### config.mk
export PLATFORM = sky130hd
export DESIGN_NAME = pe_weight_loader
export DESIGN_NICKNAME = d
export VERILOG_FILES = /design/src/rtl/pe_weight_loader.sv
export SDC_FILE = /design/constraint.sdc
export NUM_CORES = 1
export LEC_CHECK = 0
export ABC_CLOCK_PERIOD_IN_PS = 9530
export BUFFER_PORTS_ARGS = -buffer_cell sky130_fd_sc_hd__buf_4
export CAP_MARGIN = 20
export CORE_ASPECT_RATIO = 0.8
export CORE_MARGIN = 3
export CORE_UTILIZATION = 59
export DETAILED_ROUTE_END_ITERATION = 12
export PLACE_DENSITY = 0.93
export SLEW_MARGIN = 10
export SYNTH_ARGS = -nofsm -noshare
export SYNTH_HDL_FRONTEND = slang
export SYNTH_SLANG_ARGS = --single-unit
### constraint.sdc
create_clock -name clk -period 9.53 [get_ports clk]
set_clock_uncertainty 0.2 [all_clocks]
set_input_delay 1.4295 -clock clk [delete_from_list [all_inputs] [get_ports clk]]
set_output_delay 1.4295 -clock clk [all_outputs]
set_load 0.005 [all_outputs]
### src/rtl/pe_weight_loader.sv
// Weight-load initiator for a ROWS x COLS MAC PE array.
// Buffers one tile of weights, waits for array idle, then shifts it down the columns.
//
// Ports:
//   clk, rst_n      clock, async active-low reset
//   start           single-cycle tile load request (ignored while busy)
//   busy, done      busy from accepted start until done; done is a 1-cycle pulse
//   w_valid/w_ready/w_data   one row of packed weights per beat, row 0 first
//   array_idle      compute pipeline drained
//   load_weight_en  broadcast load enable to all PEs
//   col_sum_out     top in_sum of every column, zero outside LOAD
module pe_weight_loader #(
    parameter int ROWS  = 4,
    parameter int COLS  = 4,
    parameter int W_W   = 8,
    parameter int SUM_W = 32
) (
    input  logic                   clk,
    input  logic                   rst_n,
    input  logic                   start,
    output logic                   busy,
    output logic                   done,
    input  logic                   w_valid,
    output logic                   w_ready,
    input  logic [COLS*W_W-1:0]    w_data,
    input  logic                   array_idle,
    output logic                   load_weight_en,
    output logic [COLS*SUM_W-1:0]  col_sum_out
);

    localparam int CW = $clog2(ROWS + 1);

    typedef enum logic [1:0] {
        IDLE,
        FILL,
        WAIT_IDLE,
        LOAD
    } state_t;

    state_t                 state, state_d;
    logic [CW-1:0]          fill_cnt, fill_d;
    logic [CW-1:0]          load_cnt, load_d;
    logic [CW-1:0]          rd_row;
    logic                   busy_d, done_d, ready_d, en_d;
    logic [COLS*SUM_W-1:0]  col_d;
    logic [COLS*W_W-1:0]    rd_data;
    logic [COLS*SUM_W-1:0]  rd_ext;
    logic                   accept;

    logic [COLS*W_W-1:0]    buffer [ROWS];

    assign accept = w_valid && w_ready;

    // Rows are pushed bottom row first so that after ROWS shifts
    // each PE row holds its own weight.
    assign rd_row = CW'(ROWS - 1) - load_cnt;

    always_comb begin
        rd_data = '0;
        for (int r = 0; r < ROWS; r++) begin
            if (rd_row == CW'(r)) rd_data = buffer[r];
        end
    end

    // Weights are opaque bytes: zero-extend, never sign-extend.
    always_comb begin
        rd_ext = '0;
        for (int c = 0; c < COLS; c++) begin
            rd_ext[c*SUM_W +: SUM_W] = SUM_W'(rd_data[c*W_W +: W_W]);
        end
    end

    always_ff @(posedge clk) begin
        if (accept) begin
            for (int r = 0; r < ROWS; r++) begin
                if (fill_cnt == CW'(r)) buffer[r] <= w_data;
            end
        end
    end

    always_comb begin
        state_d = state;
        fill_d  = fill_cnt;
        load_d  = load_cnt;
        busy_d  = busy;
        done_d  = 1'b0;
        ready_d = 1'b0;
        en_d    = 1'b0;
        col_d   = '0;
        unique case (state)
            IDLE: begin
                busy_d = 1'b0;
                if (start) begin
                    state_d = FILL;
                    busy_d  = 1'b1;
                    ready_d = 1'b1;
                    fill_d  = '0;
                    load_d  = '0;
                end
            end
            FILL: begin
                ready_d = 1'b1;
                if (accept) begin
                    fill_d = fill_cnt + CW'(1);
                    if (fill_cnt == CW'(ROWS - 1)) begin
                        state_d = WAIT_IDLE;
                        ready_d = 1'b0;
                    end
                end
            end
            WAIT_IDLE: begin
                if (array_idle) begin
                    state_d = LOAD;
                    en_d    = 1'b1;
                    col_d   = rd_ext;
                    load_d  = CW'(1);
                end
            end
            LOAD: begin
                // load_cnt counts load cycles already on the outputs.
                if (load_cnt == CW'(ROWS)) begin
                    state_d = IDLE;
                    done_d  = 1'b1;
                    busy_d  = 1'b0;
                    load_d  = '0;
                end else begin
                    en_d   = 1'b1;
                    col_d  = rd_ext;
                    load_d = load_cnt + CW'(1);
                end
            end
            default: state_d = IDLE;
        endcase
    end

    always_ff @(posedge clk or negedge rst_n) begin
        if (!rst_n) begin
            state          <= IDLE;
            fill_cnt       <= '0;
            load_cnt       <= '0;
            busy           <= 1'b0;
            done           <= 1'b0;
            w_ready        <= 1'b0;
            load_weight_en <= 1'b0;
            col_sum_out    <= '0;
        end else begin
            state          <= state_d;
            fill_cnt       <= fill_d;
            load_cnt       <= load_d;
            busy           <= busy_d;
            done           <= done_d;
            w_ready        <= ready_d;
            load_weight_en <= en_d;
            col_sum_out    <= col_d;
        end
    end

endmodule

# ---- Yosys cells after proc, flatten, opt, wreduce, memory -nomap -nowiden
# Memory sizes are Yosys's and may differ from the RTL's.
# Cells that the tools add are included.
# W data, S select, Z words.
dict set report word_totals {
  rom_bits 0
  n_memories 1
  input_bits 37
  out_inout_bits 132
  ram_bits 128
  register_bits 140
  elab_cells 92
  latchBits 0
}
dict set report op_classes {
  eq_ne 15
  shift 0
  n_bitwise 0
  n_mux 51
  n_reduce_logical 14
  magnitude_cmp 0
  add_sub_neg 3
  n_div 0
  mul 0
}
# memory depth width read_ports rd_ports_with_merged_regs write_ports line
set memory_table {}
lappend memory_table {buffer 4 32 4 0 1 50} ;# logic [COLS*W_W-1:0] buffer [ROWS];
# operator count
set op_table {}
lappend op_table {{$mux W32} 7}
lappend op_table {{$mux W104} 2}
lappend op_table {{$pmux W104 S2} 1}
lappend op_table {{$reduce_or A32 Y1} 3}
lappend op_table {{$mux W1} 23}
lappend op_table {{$mux W2} 8}
lappend op_table {{$eq A3 B2 Y1 const B} 4}
lappend op_table {{$mux W3} 4}
lappend op_table {{$ne A2 B2 Y1 const B} 5}
lappend op_table {{$pmux W3 S3} 1}
lappend op_table {{$pmux W2 S4} 1}
lappend op_table {{$add A3 B1 Y3 const B} 2}
lappend op_table {{$eq A3 B1 Y1 const B} 2}
lappend op_table {{$logic_not A3 Y1} 2}
lappend op_table {{$pmux W1 S2} 3}
lappend op_table {{$pmux W3 S2} 1}
lappend op_table {{$reduce_and A3 Y1} 2}
lappend op_table {{$reduce_and A5 Y1} 1}
lappend op_table {{$eq A2 B2 Y1 const B} 2}
lappend op_table {{$reduce_bool A2 Y1} 2}
lappend op_table {{$eq A3 B3 Y1 const B} 1}
lappend op_table {{$reduce_bool A3 Y1} 1}
lappend op_table {{$sub A2 B3 Y3 const A} 1}
lappend op_table {{$eq A2 B1 Y1 const B} 1}
lappend op_table {{other kinds (3)} 3}

# ---- Longest topological paths before layout
# Gate-level depths: netlist of the first run.
dict set report depth {
  word_depth 8
  mapped_depth 8
  mapped_depth_nobuf 5
}

# ---- Worst setup path after synthesis of the first run
# Ideal clock, no wire load.
dict set report synth_timing {
  kind {input to register}
  startpoint {in w_valid}
  endpoint {mem buffer[0][0] (netlist bit) (enable)}
  path_buffers 0
  cell_stages 2
  arrival_time_ns 3.946
  required_ns 8.862
  setup_slack_ns 4.916
  cell_sequence {nand2_1 nor3b_1}
}
dict set report synth_via {
  elab_chain_cells 7
  elab_cells_between_ends 18
}
# element line
set synth_rtl {}
lappend synth_rtl {{start: declaration} 23} ;# input logic w_valid,
lappend synth_rtl {{$logic_and A1 B1 Y1 (*)} 52} ;# assign accept = w_valid && w_ready;
lappend synth_rtl {{$mux W1} 74} ;# if (accept) begin
lappend synth_rtl {{$mux W1 (not written as such)} 76} ;# if (fill_cnt == CW'(r)) buffer[r] <= w_data;
lappend synth_rtl {{$reduce_or A32 Y1 (no line)} -}
lappend synth_rtl {{$mux W2 (no line) or $mux W1 (tied branches) (3 in a row)} -}
lappend synth_rtl {{end: declaration} 50}
# Every way passes the cells marked *; elsewhere a longest branch is shown, timed or not.

# ---- Worst setup path after layout of the first run
# Same ends and word-level chain as after synthesis.

==> flow_metrics.tcl, run 1 <==
set metrics [dict create \
    leakagePower_nw 3.34 \
    routedWlPerCell_um 19.4 \
    powerDensity_nw_per_um2 277 \
    drc 0 \
    num_rows 37 \
    grt_max_degree 99 \
    yosysWarningCount 0 \
    clk_pin_slew_ns 0.06 \
    cap_violations 0 \
    seq_area_frac_synth_pct 62.7 \
    grt_pass1_wl_um 24500 \
    finalSetupTns_ns 0 \
    busiest_layer "met2" \
    clockBufferDepth 2 \
    grt_usage_pct 22.0 \
    synth_edf_count 128 \
    drt_iter0_drc 539 \
    vias 4743 \
    final_nets 699 \
    dpl.cell_count 803 \
    dieArea_um2 14800 \
    io_pins 169 \
    period_share_pct 32.9 \
    hpwlAfterDp_um 9240 \
    status "finished, final reports clean" \
    viasPerCell 5.67 \
    cts_buffers 17 \
    port_buffers 72 \
    final-hold-violation-count 0 \
    worstPathRequired_ns 9.42 \
    crit_path_max_fanout 21 \
    grt_use_met2_pct 38.6 \
    final_cell_count_no_fill 836 \
    synthFlopType "edfxtp_1" \
    syn_inst 593 \
    fmax_ghz 0.319 \
    ir_drop_v 0.000185 \
    cts-root-buf "clkbuf_16" \
    start_util_pct 60.8 \
    clock_latency_ns 0.43 \
    period_minus_slack_ns 3.14 \
    setup_viol 0 \
    ys_seq_elements 172 \
    wl_um 16200 \
    ctsHoldBuffers 0 \
    dr.pass1.iters 5 \
    hold_class "reg -> reg" \
    cts_tree "yes" \
    cts_resized 0 \
    avgSynthCellArea_um2 13.3 \
    ant_nets 0 \
    worstMarginPinSlew_ns 1.03 \
    coreArea_um2 13000 \
    gr-usage-met1_pct 26.4 \
    ys_types 35 \
    maxSlewHeadroom_pct 30.9 \
    synthArstFlopShare_pct 25.6 \
    fp.dieW_um 135 \
    diodes 0 \
    rsz0062_at_grt "false" \
    crit_arrival_ns 3.03 \
    h-tree-depth 4 \
    die_h_um 109 \
    timing.hold.ws_ns 0.322 \
    drv_slew 0 \
    path_class "in -> reg" \
    grt-ovfl-total 0 \
    drive_gt1_share_pct 23.8 \
    synthToLayoutAreaGrowth_pct 11.2 \
    setup.worst_path.start_class "primary input" \
    crit_path_end_kind "register" \
    met3_usage_pct 6.04 \
    cts_sinks 172 \
    globalplace.congestion 0.799 \
    cts_setup_buffers 0 \
    grt_pass1_vias 4762 \
    syn_area_um2 7890 \
    antenna_found_initial 0 \
]
## cell families after synthesis
group	count (synthesis)	synth area share [%]
DFF	172	62.7
AOI/OAI and AO/OA	135	11.8
buffers and inverters	148	12.5
adders and majority gates	14	2.22
other	1	0.0475
and+or+nand+nor	115	9.71
muxes	8	1.08
## layout make-up
type | count | area, µm²
inverters | 9 | 33.8
fillers | 860 | 4190
clock inverters | 12 | 173
flip-flops and latches | 172 | 4950
repair buffers | 80 | 613
clock buffers | 20 | 437
well taps | 175 | 219
multi-input cells | 368 | 2350
## final timing paths
path	depth (start not counted)	endpoint	slack, ns	startpoint
worst max-delay path	4	buffer[0][0]$_DFFE_PP_	6.39	w_valid
worst min-delay path	1	col_sum_out[37]$_DFF_PN0_	0.32	buffer[3][13]$_DFFE_PP_
worst max register to register	5	col_sum_out[69]$_DFF_PN0_	6.67	load_cnt[0]$_DFFE_PN0P_
worst min register to register	1	col_sum_out[37]$_DFF_PN0_	0.32	buffer[3][13]$_DFFE_PP_
max in group asynchronous	1	load_cnt[2]$_DFFE_PN0P_	7.85	rst_n
min in group asynchronous	1	load_cnt[0]$_DFFE_PN0P_	0.82	rst_n
## metal layers
metal  share of wire [%]  wire [µm]  vias to the layer above
met5                   0          0                        -
met4                 1.4        221                        0
met3                 9.0       1470                       26
met2                  53       8620                      282
met1                  36       5920                     2323
li1                    -          -                     2112
## metrics by stage
stage	cell area (µm²)	total power [mW]	util (%)	setup WS, ns
2_1_floorplan	8240	1.52	-	4.92
3_3_place_gp	8130	1.66	62.7	6.04
3_5_place_dp	8130	1.71	62.7	5.92
4_1_cts	8740	2.43	67.4	6.38
5_1_grt	8770	2.55	67.7	6.29
6_report	8770	2.43	67.7	6.39
## sequential cells by signal, summed over array words and instances (netlist names)
signal          cells
state               2
busy                1
load_cnt            3
done                1
load_weight_en      1
fill_cnt            3
col_sum_out        32
buffer            128
w_ready             1
## critical path: stages
cell	delay [ns]
buf_4	0.09
nand2_1	0.15
nor3b_2	0.87
buf_4	0.48
## power breakdown
group / switching [mW] / internal, mW
Clock: 0.282 / 0.437
Combinational: 0.452 / 0.303
Sequential: 0.0421 / 0.912
## synthesized netlist by cell type, types with 5 or more instances
master / number / share of area, %
edfxtp_1: 128 / 49
clkbuf_1: 11 / 0.52
nand2_1: 5 / 0.24
ha_1: 14 / 2.2
o21ai_0: 33 / 2.1
nand3_1: 32 / 2.0
buf_2: 22 / 1.4
inv_1: 9 / 0.43
buf_4: 98 / 9.3
dfrtp_1: 44 / 14
a21oi_1: 65 / 4.1
nand3b_1: 64 / 6.1
o221a_2: 30 / 4.3
mux2i_1: 7 / 0.89
## cells in the final DEF (no fill, tap or decap), types with 4 or more instances in the layout
cell type and instances:
buf_4 79, clkbuf_16 17, nand3b_1 64, nand2_1 5
mux2i_1 7, conb_1 96, clkinv_2 4, a21oi_1 65
dfrtp_1 43, bufinv_16 4, o221a_2 30, edfxtp_1 128
nand3_1 32, inv_1 9, ha_1 10, o21ai_0 33
No activity file was read; power rests on OpenSTA's default activity.
==> run 2, diff against run 1 <==
Settings changed: ABC_AREA set to 1, ABC_CLOCK_PERIOD_IN_PS 9530 to 3300, CORE_UTILIZATION 59 to 55, PLACE_DENSITY 0.93 to 0.88.
Clock period 9.53 ns to 3.3 ns, I/O delays scaled along.
==> run 2 against run 1 <==
  * Sequential power grew to 3.0 times the previous value
  * Synthesized area is 0.63% higher
  * Global-route usage down 2.2 points
  * Sequential share of layout area is 0.37 points lower
  * Cell area rose by 0.64%
  * Utilization decreased by 3.9 points
  * Power rose to 2.8 times the previous value
==> flow_metrics.tcl, run 2 <==
set metrics [dict create \
    cts_resized 0 \
    ant_nets 0 \
    synth_top_cell_by_area "edfxtp_1" \
    grt_pass1_vias 4861 \
    vias 4992 \
    start_util_pct 57.4 \
    ff2ff_setup_slack_ns 0.97 \
    finalPower_mw 6.77 \
    fp.dieW_um 140 \
    drv_slew 0 \
    preCtsSetupSlack_ns 1.04 \
    dpl.cell_count 971 \
    diodes 0 \
    cts_setup_buffers 0 \
    h-tree-depth 4 \
    synth_edf_count 128 \
    hpwlAfterDp_um 9410 \
    status "finished, final reports clean" \
    yosysMostFrequentCell "nand2_1" \
    drc 0 \
    cp_num_buf_inv 2 \
    avgSynthCellArea_um2 10.7 \
    grt_usage_pct 19.8 \
    drt_iter0_drc 451 \
    cts_tree "yes" \
    cp_cell_sequence "inv_2, buf_4, nand2_4, or2_2, nand2_1, a21oi_1" \
    worstHoldPathCells 1 \
    worstPathRequired_ns 3.40 \
    setup_viol 0 \
    maxSlewHeadroom_pct 31.1 \
    globalplace.congestion 0.801 \
    syn_area_um2 7940 \
    synth_top_family_by_area "simple AND/OR/NAND/NOR gates" \
    ctsHoldBuffers 1 \
    setup.worst_path.start_class "register" \
    worstMarginPinSlew_ns 1.03 \
    ys_seq_elements 172 \
    cap_violations 0 \
    yosysWarningCount 0 \
    ys_types 26 \
    synthAdderAreaFrac_pct 2.21 \
    coreArea_um2 13800 \
    synth_area_leaders "edfxtp_1 48%, dfrtp_1 14%, buf_4 9.3%" \
    muxShareOfSynthArea_pct 0 \
    clock_latency_ns 0.42 \
    dieArea_um2 15900 \
    crit_path_end_kind "register" \
    mostFrequentLayoutCells "159 x nand2_1, 128 x edfxtp_1, 101 x nand3_1" \
    wl_um 15600 \
    cts_buffers 17 \
    clk_pin_slew_ns 0.06 \
    crit_arrival_ns 2.43 \
    rsz0062_at_grt "false" \
    rr_endpoint "col_sum_out[69]$_DFF_PN0_" \
    regMostFlops "buffer" \
    fmax_ghz 0.430 \
    yosys.area_share.xor_xnor_pct 0 \
    reg.largest.list "buffer (128), col_sum_out (32)" \
    hold_class "in -> reg" \
    path_class "reg -> reg" \
    clockBufferDepth 2 \
    crit_family "simple AND/OR/NAND/NOR gates" \
    synthFlopType "edfxtp_1" \
    seq_area_frac_synth_pct 62.3 \
    die_h_um 113 \
    synth_top_area_share_pct 48.4 \
    viasPerCell 4.97 \
    crit_path_max_fanout 64 \
    syn_inst 742 \
    final_cell_count_no_fill 1004 \
    ir_drop_v 0.000711 \
    r2r_cells 6 \
    synthArstFlopShare_pct 25.6 \
    cts-root-buf "clkbuf_16" \
    hold_end "buffer[2][23]$_DFFE_PP_" \
    powerDensity_nw_per_um2 767 \
    drive_gt1_share_pct 14.8 \
    grt_max_degree 65 \
    layout_commonest_cell "nand2_1" \
    reg2reg_from "load_cnt[2]$_DFFE_PN0P_" \
    final_nets 862 \
    num_rows 38 \
    io_pins 169 \
    cts_sinks 172 \
    placed_area_um2 8250 \
    antenna_found_initial 0 \
    timing.hold.ws_ns 0.0724 \
    period_share_pct 70.5 \
    slowest_stage "nand2_4" \
    design_area_um2 8830 \
    cpPeakStageDelay_ns 0.44 \
    min_from "w_data[23]" \
    synthToLayoutAreaGrowth_pct 11.2 \
    dr.pass1.iters 5 \
    synthTopCellsByCount "159 x nand2_1, 128 x edfxtp_1, 101 x nand3_1" \
    final_core_util_pct 63.8 \
    finalSetupTns_ns 0 \
    grt_pass1_wl_um 24400 \
    grt-ovfl-total 0 \
    port_buffers 72 \
    worst_slack_ns 0.973 \
    largest_register_ffs 128 \
    synthSimpleGateAreaFrac_pct 17.4 \
    synth_compound_area_share_pct 2.57 \
    period_minus_slack_ns 2.33 \
    routedWlPerCell_um 15.6 \
    leakagePower_nw 4.03 \
    final-hold-violation-count 0 \
]
[run 2: cell count changes after synthesis, sizes merged, moves of 2 or more]
cell / change
a21oi: -32
clkbuf: -10
inv: +72
mux2i: -7
nand2: +156
nand2b: -2
nand3: +68
nand3b: -63
nand4: +2
nor2: +6
nor3b: -3
o21ai: -29
o221a: -32
or2: +32
[run 2: kinds of logic (layout without fill, tap and decap cells)]
family,Yosys count,after routing
and+or+nand+nor,307,307
buffers and inverters,210,197
DFF,172,172
AOI/OAI and AO/OA,38,38
adders and majority gates,14,14
other,1,96
[run 2: worst max-delay path by stage]
stage / cells past startpoint / slack, ns / start / to
after floorplan: 4 / 0.65 / fill_cnt[0]$_DFFE_PN0P_ / buffer[2][0]$_DFFE_PP_
after global placement: 3 / 1.07 / w_valid / buffer[2][18]$_DFFE_PP_
after detailed placement: 3 / 1.04 / w_valid / buffer[2][2]$_DFFE_PP_
after CTS: 6 / 0.99 / load_cnt[2]$_DFFE_PN0P_ / col_sum_out[69]$_DFF_PN0_
after global routing: 6 / 0.81 / load_cnt[2]$_DFFE_PN0P_ / col_sum_out[7]$_DFF_PN0_
final: 6 / 0.97 / load_cnt[2]$_DFFE_PN0P_ / col_sum_out[69]$_DFF_PN0_
[run 2: report_power, final]
part	switching [mW]	internal, mW	leakage, nW
Combinational	1.29	0.723	2.01
Clock	0.785	1.12	0.275
Sequential	0.144	2.71	1.75
Total	2.22	4.55	4.03
[run 2: area by class of cell]
class,instances,area [µm²]
well taps,180,225
multi-input cells,455,2140
flip-flops and latches,172,4940
fillers,1038,5010
inverters,81,304
clock buffers,18,439
repair buffers,84,646
clock inverters,14,128
[run 2: worst register-to-register path, delay by kind of cell (launching register included)]
kind	cells	cell delay (ns)
flops	1	0.40
simple gates	3	0.97
compound gates	1	0.04
buf+inv	2	0.61
[run 2: routing by layer]
metal  global-route usage [%]  share of wire (%)  vias up
met5                        0                  0        -
met4                     8.72                2.0        0
met3                     4.40                9.8       27
met2                     33.1                 50      290
met1                     25.1                 38     2320
li1                         -                  -     2355
